**config.mk**
```make
export PLATFORM = sky130hd
export DESIGN_NAME = expr_sched_flat
export DESIGN_NICKNAME = d
export VERILOG_FILES = /design/src/rtl/expr_pkg.sv /design/src/rtl/expr_sched_if.sv /design/src/rtl/expr_fifo.sv /design/src/rtl/expr_sched.sv /design/src/flat_wrapper.sv
export SDC_FILE = /design/constraint.sdc
export NUM_CORES = 1
export LEC_CHECK = 0
export BUFFER_PORTS_ARGS = -buffer_cell sky130_fd_sc_hd__buf_4
export CELL_PAD_IN_SITES_DETAIL_PLACEMENT = 1
export CELL_PAD_IN_SITES_GLOBAL_PLACEMENT = 1
export CORE_MARGIN = 2
export CORE_UTILIZATION = 52
export CTS_CLUSTER_DIAMETER = 150
export CTS_CLUSTER_SIZE = 20
export DETAILED_ROUTE_END_ITERATION = 12
export HOLD_SLACK_MARGIN = 0.06
export PLACE_DENSITY_LB_ADDON = 0.3
export SYNTH_ARGS = -nofsm -noshare
export SYNTH_HDL_FRONTEND = slang
export SYNTH_SLANG_ARGS = --single-unit
```
**constraint.sdc**
```tcl
create_clock -name clk -period 4.35 [get_ports clk]
set_input_delay 0.2175 -clock clk [delete_from_list [all_inputs] [get_ports clk]]
set_output_delay 0.2175 -clock clk [all_outputs]
set_load 0.01 [all_outputs]
```
**src/rtl/expr_pkg.sv**
```systemverilog
// Shared constants and types for the expression scheduler.
package expr_pkg;

  localparam logic [7:0] CH_EQ  = 8'h3D;
  localparam logic [7:0] CH_0   = 8'h30;
  localparam logic [7:0] CH_9   = 8'h39;
  localparam logic [7:0] CH_ADD = 8'h2B;
  localparam logic [7:0] CH_MUL = 8'h2A;

  typedef enum logic [1:0] {
    WAIT    = 2'd0,
    FEED    = 2'd1,
    DISCARD = 2'd2,
    REPORT  = 2'd3
  } sched_state_t;

  function automatic logic is_term(input logic [7:0] ch);
    return ch == CH_EQ;
  endfunction

endpackage

```
**src/rtl/expr_sched_if.sv**
```systemverilog
// Bus between expr_sched (slave) and its environment: character input,
// recognizer drive/return and the verdict port.
// Both in_* and res_* are valid/ready: a transfer happens on a rising edge
// where valid and ready are both high; valid and data stay stable until then.
interface expr_sched_if
  import expr_pkg::*;
#(
  parameter int LEN_W = 5
);
  logic             in_valid;
  logic             in_ready;
  logic [7:0]       in_data;
  logic             chk_clr;
  logic [7:0]       chk_in;
  logic             chk_out;
  logic             res_valid;
  logic             res_ready;
  logic             res_ok;
  logic             res_ovf;
  logic [LEN_W-1:0] res_len;
  sched_state_t     dbg_state;

  modport master (
    output in_valid, in_data, chk_out, res_ready,
    input  in_ready, chk_clr, chk_in, res_valid, res_ok, res_ovf, res_len,
           dbg_state
  );

  modport slave (
    input  in_valid, in_data, chk_out, res_ready,
    output in_ready, chk_clr, chk_in, res_valid, res_ok, res_ovf, res_len,
           dbg_state
  );
endinterface

```
**src/rtl/expr_fifo.sv**
```systemverilog
// DEPTH x 8 synchronous FIFO with registered count; head is the oldest entry.
module expr_fifo #(
  parameter int DEPTH = 16
) (
  input  logic       clk,
  input  logic       clr,
  input  logic       push_i,
  input  logic [7:0] data_i,
  input  logic       pop_i,
  output logic       full_o,
  output logic       empty_o,
  output logic [7:0] head_o
);
  localparam int AW = $clog2(DEPTH);

  logic [7:0]  mem_q [DEPTH];
  logic [AW-1:0] wr_ptr_q;
  logic [AW-1:0] rd_ptr_q;
  logic [AW:0]   count_q;
  logic          do_push;
  logic          do_pop;

  assign full_o  = (count_q == (AW+1)'(DEPTH));
  assign empty_o = (count_q == '0);
  assign head_o  = mem_q[rd_ptr_q];
  assign do_push = push_i && !full_o;
  assign do_pop  = pop_i && !empty_o;

  always_ff @(posedge clk) begin
    if (do_push) mem_q[wr_ptr_q] <= data_i;
  end

  // Pointers wrap naturally because DEPTH is a power of two.
  always_ff @(posedge clk) begin
    if (clr) begin
      wr_ptr_q <= '0;
      rd_ptr_q <= '0;
      count_q  <= '0;
    end else begin
      if (do_push) wr_ptr_q <= wr_ptr_q + AW'(1);
      if (do_pop)  rd_ptr_q <= rd_ptr_q + AW'(1);
      case ({do_push, do_pop})
        2'b10:   count_q <= count_q + (AW+1)'(1);
        2'b01:   count_q <= count_q - (AW+1)'(1);
        default: count_q <= count_q;
      endcase
    end
  end
endmodule

```
**src/rtl/expr_sched.sv**
```systemverilog
// Buffers characters and feeds one complete '='-terminated expression at a time
// to the external expr recognizer. Optional counters: EXPR_SCHED_STATS_EN.
module expr_sched
  import expr_pkg::*;
#(
  parameter int DEPTH = 16,
  parameter int LEN_W = $clog2(DEPTH) + 1
) (
  input  logic clk,
  input  logic clr,
`ifdef EXPR_SCHED_STATS_EN
  output logic [15:0] stat_ok,
  output logic [15:0] stat_bad,
`endif
  expr_sched_if.slave bus
);
  sched_state_t     state_q;
  logic [LEN_W-1:0] len_q;
  logic [LEN_W-1:0] term_cnt_q;
  logic [LEN_W-1:0] term_cnt_d;
  logic             res_ok_q;
  logic             res_ovf_q;
  logic [LEN_W-1:0] res_len_q;

  logic       full;
  logic       empty;
  logic [7:0] head;
  logic       push;
  logic       pop;
  logic       head_is_eq;

  assign push       = bus.in_valid && !full;
  assign head_is_eq = is_term(head);
  assign pop        = (state_q == FEED) || ((state_q == DISCARD) && !empty);

  expr_fifo #(.DEPTH(DEPTH)) u_fifo (
    .clk     (clk),
    .clr     (clr),
    .push_i  (push),
    .data_i  (bus.in_data),
    .pop_i   (pop),
    .full_o  (full),
    .empty_o (empty),
    .head_o  (head)
  );

  always_comb begin
    term_cnt_d = term_cnt_q;
    case ({push && is_term(bus.in_data), pop && head_is_eq})
      2'b10:   term_cnt_d = term_cnt_q + LEN_W'(1);
      2'b01:   term_cnt_d = term_cnt_q - LEN_W'(1);
      default: term_cnt_d = term_cnt_q;
    endcase
  end

  // The terminator cycle captures chk_out, which still reflects the last real character.
  always_ff @(posedge clk) begin
    if (clr) begin
      state_q    <= WAIT;
      len_q      <= '0;
      term_cnt_q <= '0;
      res_ok_q   <= 1'b0;
      res_ovf_q  <= 1'b0;
      res_len_q  <= '0;
    end else begin
      term_cnt_q <= term_cnt_d;
      case (state_q)
        WAIT: begin
          if (term_cnt_q != '0) state_q <= FEED;
          else if (full)        state_q <= DISCARD;
        end
        FEED: begin
          if (head_is_eq) begin
            res_ok_q  <= bus.chk_out && (len_q != '0);
            res_ovf_q <= 1'b0;
            res_len_q <= len_q;
            state_q   <= REPORT;
          end else begin
            len_q <= len_q + LEN_W'(1);
          end
        end
        DISCARD: begin
          if (!empty) begin
            if (head_is_eq) begin
              res_ok_q  <= 1'b0;
              res_ovf_q <= 1'b1;
              res_len_q <= len_q;
              state_q   <= REPORT;
            end else if (len_q != LEN_W'(DEPTH)) begin
              len_q <= len_q + LEN_W'(1);
            end
          end
        end
        REPORT: begin
          if (bus.res_ready) begin
            len_q   <= '0;
            state_q <= WAIT;
          end
        end
        default: state_q <= WAIT;
      endcase
    end
  end

`ifdef EXPR_SCHED_STATS_EN
  logic [15:0] stat_ok_q;
  logic [15:0] stat_bad_q;

  always_ff @(posedge clk) begin
    if (clr) begin
      stat_ok_q  <= '0;
      stat_bad_q <= '0;
    end else if ((state_q == REPORT) && bus.res_ready) begin
      if (res_ok_q) begin
        if (stat_ok_q != 16'hFFFF) stat_ok_q <= stat_ok_q + 16'd1;
      end else begin
        if (stat_bad_q != 16'hFFFF) stat_bad_q <= stat_bad_q + 16'd1;
      end
    end
  end

  assign stat_ok  = stat_ok_q;
  assign stat_bad = stat_bad_q;
`endif

  assign bus.in_ready  = !full;
  assign bus.chk_clr   = (state_q != FEED);
  assign bus.chk_in    = ((state_q == FEED) && !head_is_eq) ? head : 8'h00;
  assign bus.res_valid = (state_q == REPORT);
  assign bus.res_ok    = res_ok_q;
  assign bus.res_ovf   = res_ovf_q;
  assign bus.res_len   = res_len_q;
  assign bus.dbg_state = state_q;
endmodule

```
**src/flat_wrapper.sv**
```systemverilog
// flat-port wrapper written by rule: the top's interface ports become plain ports
module expr_sched_flat import expr_pkg::*;
#(
  parameter int DEPTH = 16,
  parameter int LEN_W = $clog2(DEPTH) + 1
)
  (clk, clr, bus_in_valid, bus_in_data, bus_chk_out, bus_res_ready, bus_in_ready, bus_chk_clr, bus_chk_in, bus_res_valid, bus_res_ok, bus_res_ovf, bus_res_len, bus_dbg_state);
  expr_sched_if #(.LEN_W(LEN_W)) bus_i ();
  input  logic clk;
  input  logic clr;
  input wire logic [$bits(bus_i.in_valid)-1:0] bus_in_valid;
  input wire logic [$bits(bus_i.in_data)-1:0] bus_in_data;
  input wire logic [$bits(bus_i.chk_out)-1:0] bus_chk_out;
  input wire logic [$bits(bus_i.res_ready)-1:0] bus_res_ready;
  output wire logic [$bits(bus_i.in_ready)-1:0] bus_in_ready;
  output wire logic [$bits(bus_i.chk_clr)-1:0] bus_chk_clr;
  output wire logic [$bits(bus_i.chk_in)-1:0] bus_chk_in;
  output wire logic [$bits(bus_i.res_valid)-1:0] bus_res_valid;
  output wire logic [$bits(bus_i.res_ok)-1:0] bus_res_ok;
  output wire logic [$bits(bus_i.res_ovf)-1:0] bus_res_ovf;
  output wire logic [$bits(bus_i.res_len)-1:0] bus_res_len;
  output wire logic [$bits(bus_i.dbg_state)-1:0] bus_dbg_state;
  assign bus_i.in_valid = bus_in_valid;
  assign bus_i.in_data = bus_in_data;
  assign bus_i.chk_out = bus_chk_out;
  assign bus_i.res_ready = bus_res_ready;
  assign bus_in_ready = bus_i.in_ready;
  assign bus_chk_clr = bus_i.chk_clr;
  assign bus_chk_in = bus_i.chk_in;
  assign bus_res_valid = bus_i.res_valid;
  assign bus_res_ok = bus_i.res_ok;
  assign bus_res_ovf = bus_i.res_ovf;
  assign bus_res_len = bus_i.res_len;
  assign bus_dbg_state = bus_i.dbg_state;
  expr_sched #(.DEPTH(DEPTH), .LEN_W(LEN_W)) u_core (.clk(clk), .clr(clr), .bus(bus_i));
endmodule
```
==> results.sh, run 1 <==
export IMPL_area_of_the_die_sq_um=14700
export IMPL_max_vdd_ir_drop_mv=0.288
export IMPL_n_antenna_cell=0
export IMPL_clock_sink_count=164
export IMPL_depth_of_the_cts_h_tree=4
export IMPL_synthToLayoutAreaGrowth_pct=13.7
export IMPL_rows=42
export IMPL_synth_top_area_share_pct=53.9
export IMPL_period_utilization_pct=93.2
export IMPL_resized_after_cts=0
export IMPL_synth_flop_cell="edfxtp_1"
export IMPL_yosys_warnings=0
export IMPL_timing_worst_setup_path_type="register to register"
export IMPL_dp_hpwl_microns=11700
export IMPL_hold_depth=3
export IMPL_synthMostInstantiatedCell="edfxtp_1"
export IMPL_max_stage_delay_ns=0.64
export IMPL_finalNetCount=546
export IMPL_groute_layer_met1_usage_pct=35.0
export IMPL_achievable_frequency_mhz=247
export IMPL_remaining_drc_errors=0
export IMPL_global_route_usage_met3_pct=5.50
export IMPL_drt_wirelength_per_cell_microns=25.2
export IMPL_cts_setup_buffers=0
export IMPL_cts_hold_buf=0
export IMPL_insertion_delay_ns=0.44
export IMPL_tritoncts_clock_tree="yes"
export IMPL_grt_overflow_total=0
export IMPL_path_max_fanout=13
export IMPL_postLayoutSetupSlackWorst_ns=0.295
export IMPL_synth_lib_cells_used_distinct=59
export IMPL_holdCritStartpoint="bus_chk_out"
export IMPL_synth_fp_nets=509
export IMPL_grt_start_max_net_pins=34
export IMPL_report_final_slew_viol_count=0
export IMPL_synthCells=475
export IMPL_hold_slack_ns=0.0745
export IMPL_timing_hold_worst_endpoint="u_core.bus.res_ok"
export IMPL_num_fill_cells=1256
export IMPL_viasPerCell=6.16
export IMPL_outcome="finished, final reports clean"
export IMPL_synth_top_cells_by_count="edfxtp_1 (128), nor2_1 (47), dfxtp_1 (36), a21oi_1 (26)"
export IMPL_cp_start_kind="register"
export IMPL_setup_reg_to_reg_worst_slack_ns=0.29
export IMPL_pin_count=33
export IMPL_critical_path_cell_list="nor2b_1 > a221oi_1 > a22o_1 > a2bb2oi_1 > nand4_2 > nor2_1 > ha_1 > inv_1 > fa_1 > inv_1 > a21o_1 > a21oi_1 > xnor2_1 > or3_1 > a21oi_1"
export IMPL_ctsLongestPathBuffers=2
export IMPL_dr_total_vias=4321
export IMPL_ant_nets=0
export IMPL_grt_first_pass_wirelength_microns=27800
export IMPL_dp_worst_setup_slack_ns=0.404
export IMPL_worst_ep_arrival_time_ns=4.42
export IMPL_busiest_layer="met2"
export IMPL_crit_slowest_cell="dfxtp_1"
export IMPL_layout_cell_share_with_drive_strength_beyond_1_pct=21.0
export IMPL_worst_setup_hold_path_clk_slew_ns=0.07
export IMPL_worst_slew_pin_slew_ns=1.12
export IMPL_fin_worst_skew_ns=0.0134
export IMPL_ys_top_cells_by_area="edfxtp_1 (54%), dfxtp_1 (10%), mux4_2 (6.3%), ha_1 (3.3%), mux2i_1 (2.5%)"
export IMPL_antenna_found_initial=0
export IMPL_detail_route_wirelength_microns=17600
export IMPL_cts_buffer_count=17
export IMPL_fp_coreArea_sq_um=13300
export IMPL_hold_viol=0
export IMPL_syn_avg_cell_area_sq_um=15.0
export IMPL_setup_repair_after_global_routing_missed_its_margin="no"
export IMPL_asyncSetResetFlopFracSynth_pct=0
export IMPL_use_met2_pct=43.7
export IMPL_gpl_final_weighted_congestion=0.881
export IMPL_fin_crit_ns=4.06
export IMPL_fp_dieW_microns=121
export IMPL_worst_hold_path_type="primary input to register"
export IMPL_p_leak_nw=2.77
export IMPL_edff_count_synth=128
export IMPL_drt_pre_antenna_iters=5
export IMPL_flip_flop_and_latch_count_after_synthesis=164
export IMPL_synthesis_area_sq_um=7130
export IMPL_timing_rr_end="u_core.term_cnt_q[4]"
export IMPL_required_time_of_the_critical_path_ns=4.72
export IMPL_die_y_microns=121
export IMPL_seq_area_frac_synth_pct=64.0
export IMPL_detailedRoute_firstIterationViolations=446
export IMPL_timing_reg2reg_worst_path_depth=15
export IMPL_totalNegativeSetupSlack_ns=0
export IMPL_cts_root_buf="clkbuf_16"
export IMPL_report_final_setup_viol=0
export IMPL_p_per_area_nw_per_um2=528
export IMPL_via_count_of_the_first_global_routing_pass=4698
export IMPL_io_buffers=32
export IMPL_floorplan_initialDensity_pct=53.6
export IMPL_worst_setup_ep_type="register"
export IMPL_drv_max_cap_violation_count=0
export IMPL_total_power_mw=4.28
export IMPL_gr_usage_all_layers_pct=26.3
export IMPL_yosys_area_top_type="edfxtp_1"
export IMPL_max_slew_margin_pct=25.3
==> state kept, by name (all words and copies together), names as in the netlist, 2 cells and up, named ones only <==
name	cells
u_core.bus.dbg_state	2
u_core.bus.res_len	5
u_core.len_q	5
u_core.term_cnt_q	5
u_core.u_fifo.count_q	5
u_core.u_fifo.mem_q	128
u_core.u_fifo.rd_ptr_q	4
u_core.u_fifo.wr_ptr_q	4
==> cell type report <==
class / instances / area (sq um) / share of cell area, %
Multi-Input combinational cell: 271 / 2370 / 29.2
Sequential cell: 164 / 4570 / 56.3
Clock buffer: 18 / 429 / 5.29
Timing Repair Buffer: 39 / 305 / 3.77
Clock inverter: 14 / 145 / 1.79
Tap cell: 176 / 220 / 2.72
Inverter: 19 / 71.3 / 0.880
==> report_power, final <==
group | leakage (nW) | switching [mW] | internal, mW | total [mW]
logic | 1.05 | 0.579 | 0.421 | 1.00
clock network | 0.268 | 0.694 | 0.761 | 1.45
registers | 1.45 | 0.0775 | 1.75 | 1.83
==> placed cells by master (no fill, tap or decap), types with 10 or more instances in the layout <==
cell type  netlist  layout
dfxtp_1         36      35
a21oi_1         26      26
mux2i_1         18      18
xor2_1          10      10
ha_1            19      19
edfxtp_1       128     128
buf_4            1      38
mux4_2          20      20
nor2_1          47      47
inv_1           19      19
nand2_1         20      20
clkbuf_16        0      17
==> per-stage QoR <==
stage                     area (sq um)  std cells  util [%]
after detailed placement          7530        669      56.7
after global placement            7530        669      56.7
after global routing              8110        701      61.0
after floorplan                   7130        475         -
final                             8110        701      61.0
after CTS                         8110        701      61.0
==> worst max-delay path, delay by kind of cell, from the launching register on <==
kind	cells	cell delay, ns
AOI/OAI and AO/OA	6	1.36
xor gates and xnor gates	1	0.14
adders and majority gates	2	0.72
buffers and inverters	2	0.20
and+or+nand+nor	4	0.94
DFF	1	0.64
==> worst max-delay path by stage <==
| stage | start | to | slack [ns] |
|---|---|---|---|
| 6_report | register | u_core.term_cnt_q[4] | 0.29 |
| 5_1_grt | register | u_core.term_cnt_q[4] | 0.06 |
| 4_1_cts | register | u_core.term_cnt_q[4] | 0.28 |
| 3_5_place_dp | register | u_core.term_cnt_q[4] | 0.40 |
| 3_3_place_gp | register | u_core.term_cnt_q[4] | 0.59 |
| 2_1_floorplan | register | u_core.term_cnt_q[4] | 0.67 |
==> per-layer routing <==
| layer | wire length, microns | up-vias |
|---|---|---|
| li1 | - | 1916 |
| met1 | 7290 | 2237 |
| met2 | 9020 | 146 |
| met3 | 1050 | 22 |
| met4 | 276 | 0 |
| met5 | 0 | - |
==> cells by family (layout without fill, tap and decap cells) <==
kind of cell,after synthesis,count (layout),share of synthesized area [%]
flops,164,164,64.0
fa+ha+maj,21,21,3.90
buf+inv,40,90,2.98
compound gates,73,73,7.95
simple gates,117,117,7.99
mux,46,46,11.4
xor+xnor,14,14,1.72
Note: power is estimated with default switching activity, not from simulation.
==> inputs of run 2 (changes only) <==
- SYNTH_HIERARCHICAL: default -> 1
==> run 2 against run 1 <==
  * Total power is 20% lower
  * Flip-flop and latch count stayed put
  * Clock skew is 0.0075 ns lower
  * Highest routed layer unchanged
==> results.sh, run 2 <==
export IMPL_outcome="finished, final reports clean"
export IMPL_layout_common_cells="edfxtp_1 (128), nor2_1 (46), buf_4 (41)"
export IMPL_timing_worst_setup_path_type="register to register"
export IMPL_grt_overflow_total=0
export IMPL_drv_max_cap_violation_count=0
export IMPL_cts_buffer_count=17
export IMPL_floorplan_initialDensity_pct=53.8
export IMPL_achievable_frequency_mhz=245
export IMPL_max_stage_delay_ns=0.66
export IMPL_fin_crit_ns=4.08
export IMPL_clock_sink_count=164
export IMPL_post_synth_xor_area_fraction_pct=1.46
export IMPL_hold_viol=0
export IMPL_register_area_sq_um=4570
export IMPL_drt_pre_antenna_iters=4
export IMPL_multiInputGateArea_sq_um=2420
export IMPL_area_of_the_die_sq_um=14800
export IMPL_detail_route_wirelength_microns=17400
export IMPL_syn_avg_cell_area_sq_um=15.0
export IMPL_p_leak_nw=2.83
export IMPL_drt_wirelength_per_cell_microns=24.8
export IMPL_share_seq_of_total_power_pct=50.3
export IMPL_crit_slowest_cell="dfxtp_2"
export IMPL_most_common_cell_after_layout_fill_and_taps_aside="edfxtp_1"
export IMPL_dp_hpwl_microns=11800
export IMPL_io_buffers=32
export IMPL_yosys_warnings=6
export IMPL_ctsLongestPathBuffers=2
export IMPL_critical_path_cell_list="buf_12 > mux4_2 > a22oi_1 > nand2_1 > nand4_1 > or2_1 > nor2b_1 > ha_1 > xor2_1 > ha_1 > o21a_1 > o21a_1 > o32ai_1 > mux2_2"
export IMPL_asyncSetResetFlopFracSynth_pct=0
export IMPL_gpl_final_weighted_congestion=0.818
export IMPL_cp_start_kind="register"
export IMPL_synth_flop_cell="edfxtp_1"
export IMPL_synth_lib_cells_used_distinct=60
export IMPL_worst_setup_hold_path_clk_slew_ns=0.07
export IMPL_max_vdd_ir_drop_mv=0.336
export IMPL_dp_worst_setup_slack_ns=0.275
export IMPL_fin_worst_skew_ns=0.00593
export IMPL_tritoncts_clock_tree="yes"
export IMPL_edff_count_synth=128
export IMPL_grt_first_pass_wirelength_microns=26600
export IMPL_detailedRoute_firstIterationViolations=332
export IMPL_synth_fp_nets=512
export IMPL_comb_power_share_pct=5.4
export IMPL_power_share_switching_pct=23.3
export IMPL_cts_root_buf="clkbuf_16"
export IMPL_insertion_delay_ns=0.44
export IMPL_portion_of_total_power_attributed_to_the_clock_network_pct=44.2
export IMPL_cpLargestDelayFamily="multiplexers"
export IMPL_total_switching_power_mw=0.803
export IMPL_timing_reg2reg_worst_path_depth=14
export IMPL_worst_setup_ep_type="register"
export IMPL_finalNetCount=545
export IMPL_cp_endpoint="u_core/term_cnt_q[4]"
export IMPL_max_reg_flops=128
export IMPL_via_count_of_the_first_global_routing_pass=4570
export IMPL_timing_rr_end="u_core/term_cnt_q[4]"
export IMPL_total_power_mw=3.44
export IMPL_cts_setup_buffers=0
export IMPL_report_final_setup_viol=0
export IMPL_synthCells=480
export IMPL_path_depth=14
export IMPL_cts_hold_buf=0
export IMPL_multiplexer_fraction_of_the_synthesized_cell_area_pct=11.9
export IMPL_synth_top_area_share_pct=53.5
export IMPL_worst_slew_pin_slew_ns=1.17
export IMPL_path_max_fanout=16
export IMPL_period_utilization_pct=93.9
export IMPL_synthSimpleGateAreaFrac_pct=9.52
export IMPL_ys_top_cells_by_area="edfxtp_1 (53%), dfxtp_1 (10%), mux4_2 (10%), ha_1 (3.3%), nor2_1 (2.4%)"
export IMPL_synthesis_area_sq_um=7190
export IMPL_setup_reg_to_reg_worst_slack_ns=0.27
export IMPL_cp_num_buf_inv=1
export IMPL_setup_repair_after_global_routing_missed_its_margin="no"
export IMPL_worst_ep_arrival_time_ns=4.41
export IMPL_postPlaceCellArea_sq_um=7600
export IMPL_viasPerCell=6.11
export IMPL_required_time_of_the_critical_path_ns=4.68
export IMPL_layout_cell_share_with_drive_strength_beyond_1_pct=23.6
export IMPL_synth_compound_area_share_pct=7.47
export IMPL_grt_start_max_net_pins=45
export IMPL_antenna_found_initial=0
export IMPL_worst_hold_path_type="primary input to register"
export IMPL_largest_register="u_core/u_fifo/mem_q"
export IMPL_ant_nets=0
export IMPL_pin_count=33
export IMPL_max_slew_margin_pct=21.9
export IMPL_depth_of_the_cts_h_tree=4
export IMPL_synth_top_cells_by_count="edfxtp_1 (128), nor2_1 (46), dfxtp_1 (36), mux4_2 (32), nand2_1 (22)"
export IMPL_fp_coreArea_sq_um=13300
export IMPL_totalNegativeSetupSlack_ns=0
export IMPL_die_y_microns=122
export IMPL_rows=42
export IMPL_p_per_area_nw_per_um2=420
export IMPL_resized_after_cts=0
export IMPL_synth_adder_area_share_pct=3.31
export IMPL_synthMostInstantiatedCell="edfxtp_1"
export IMPL_yosys_area_top_type="edfxtp_1"
export IMPL_synthToLayoutAreaGrowth_pct=14.0
export IMPL_fp_dieW_microns=122
export IMPL_num_fill_cells=1233
export IMPL_dr_total_vias=4289
export IMPL_n_antenna_cell=0
export IMPL_report_final_slew_viol_count=0
export IMPL_synth_top_family_by_area="multiplexers"
export IMPL_flip_flop_and_latch_count_after_synthesis=164
export IMPL_utilization_pct=61.4
export IMPL_cell_area_after_layout_sq_um=8200
export IMPL_gr_usage_all_layers_pct=25.4
export IMPL_remaining_drc_errors=0
export IMPL_seq_area_frac_synth_pct=63.5
export IMPL_postLayoutSetupSlackWorst_ns=0.265
export IMPL_cellInternalPower_mw=2.64
==> run 2: kinds of logic (layout without fill, tap and decap cells) <==
logic type	Yosys count	in the layout
multiplexers	45	45
XOR/XNOR	12	12
AO/OA/AOI/OAI	66	66
buffers and inverters	47	93
AND/OR/NAND/NOR	127	127
adder cells (fa/ha/maj)	19	19
flip-flops	164	164
==> run 2: layout make-up <==
type | count | area share [%]
clock buffers | 17 | 5.19
inverters | 19 | 0.870
clock inverters | 15 | 2.05
well taps | 176 | 2.69
flip-flops and latches | 164 | 55.7
multi-input cells | 269 | 29.5
repair buffers | 42 | 4.00
==> run 2: worst min path at each step <==
| stage | start | end | slack [ns] | depth (start not counted) |
|---|---|---|---|---|
| detailed placement | u_core/bus.res_ok | u_core/bus.res_ok | 0.50 | 2 |
| global route | bus_in_data[4] | u_core/u_fifo/mem_q[5][4] | 0.1 | 1 |
| global placement | u_core/bus.res_ok | u_core/bus.res_ok | 0.48 | 2 |
| finish | bus_in_data[4] | u_core/u_fifo/mem_q[4][4] | 0.10 | 1 |
| floorplan | bus_in_data[0] | u_core/u_fifo/mem_q[0][0] | 0.32 | 0 |
| CTS | bus_in_data[4] | u_core/u_fifo/mem_q[6][4] | 0.09 | 1 |
==> run 2: worst register-to-register path: stages (launching register included) <==
cell and delay (ns):
dfxtp_2 0.66, buf_12 0.27, mux4_2 0.57, a22oi_1 0.35, nand2_1 0.20, nand4_1 0.28, or2_1 0.16, nor2b_1 0.06
ha_1 0.20, xor2_1 0.15, ha_1 0.22, o21a_1 0.18, o21a_1 0.16, o32ai_1 0.13, mux2_2 0.38
==> run 2: power by group through the flow <==
stage | combinational, mW | sequential, mW | clock, mW
2_1_floorplan | 0.124 | 1.76 | 0
3_3_place_gp | 0.175 | 1.76 | 0
3_5_place_dp | 0.186 | 1.77 | 0
4_1_cts | 0.188 | 1.73 | 1.55
5_1_grt | 0.202 | 1.74 | 1.61
6_report | 0.186 | 1.73 | 1.52
==> run 2: metal layers <==
layer	routed length, microns	global-route usage, %	vias to the layer above
li1	-	-	1908
met1	7040	30.8	2216
met2	9060	43.4	136
met3	891	7.02	29
met4	411	10.2	0
met5	0	0	-
==> run 2: through the flow <==
stage          std cells  hold WS (ns)
2_1_floorplan        480         0.316
6_report             702         0.101
5_1_grt              702        0.0959
4_1_cts              702        0.0890
3_5_place_dp         670         0.499
3_3_place_gp         670         0.475
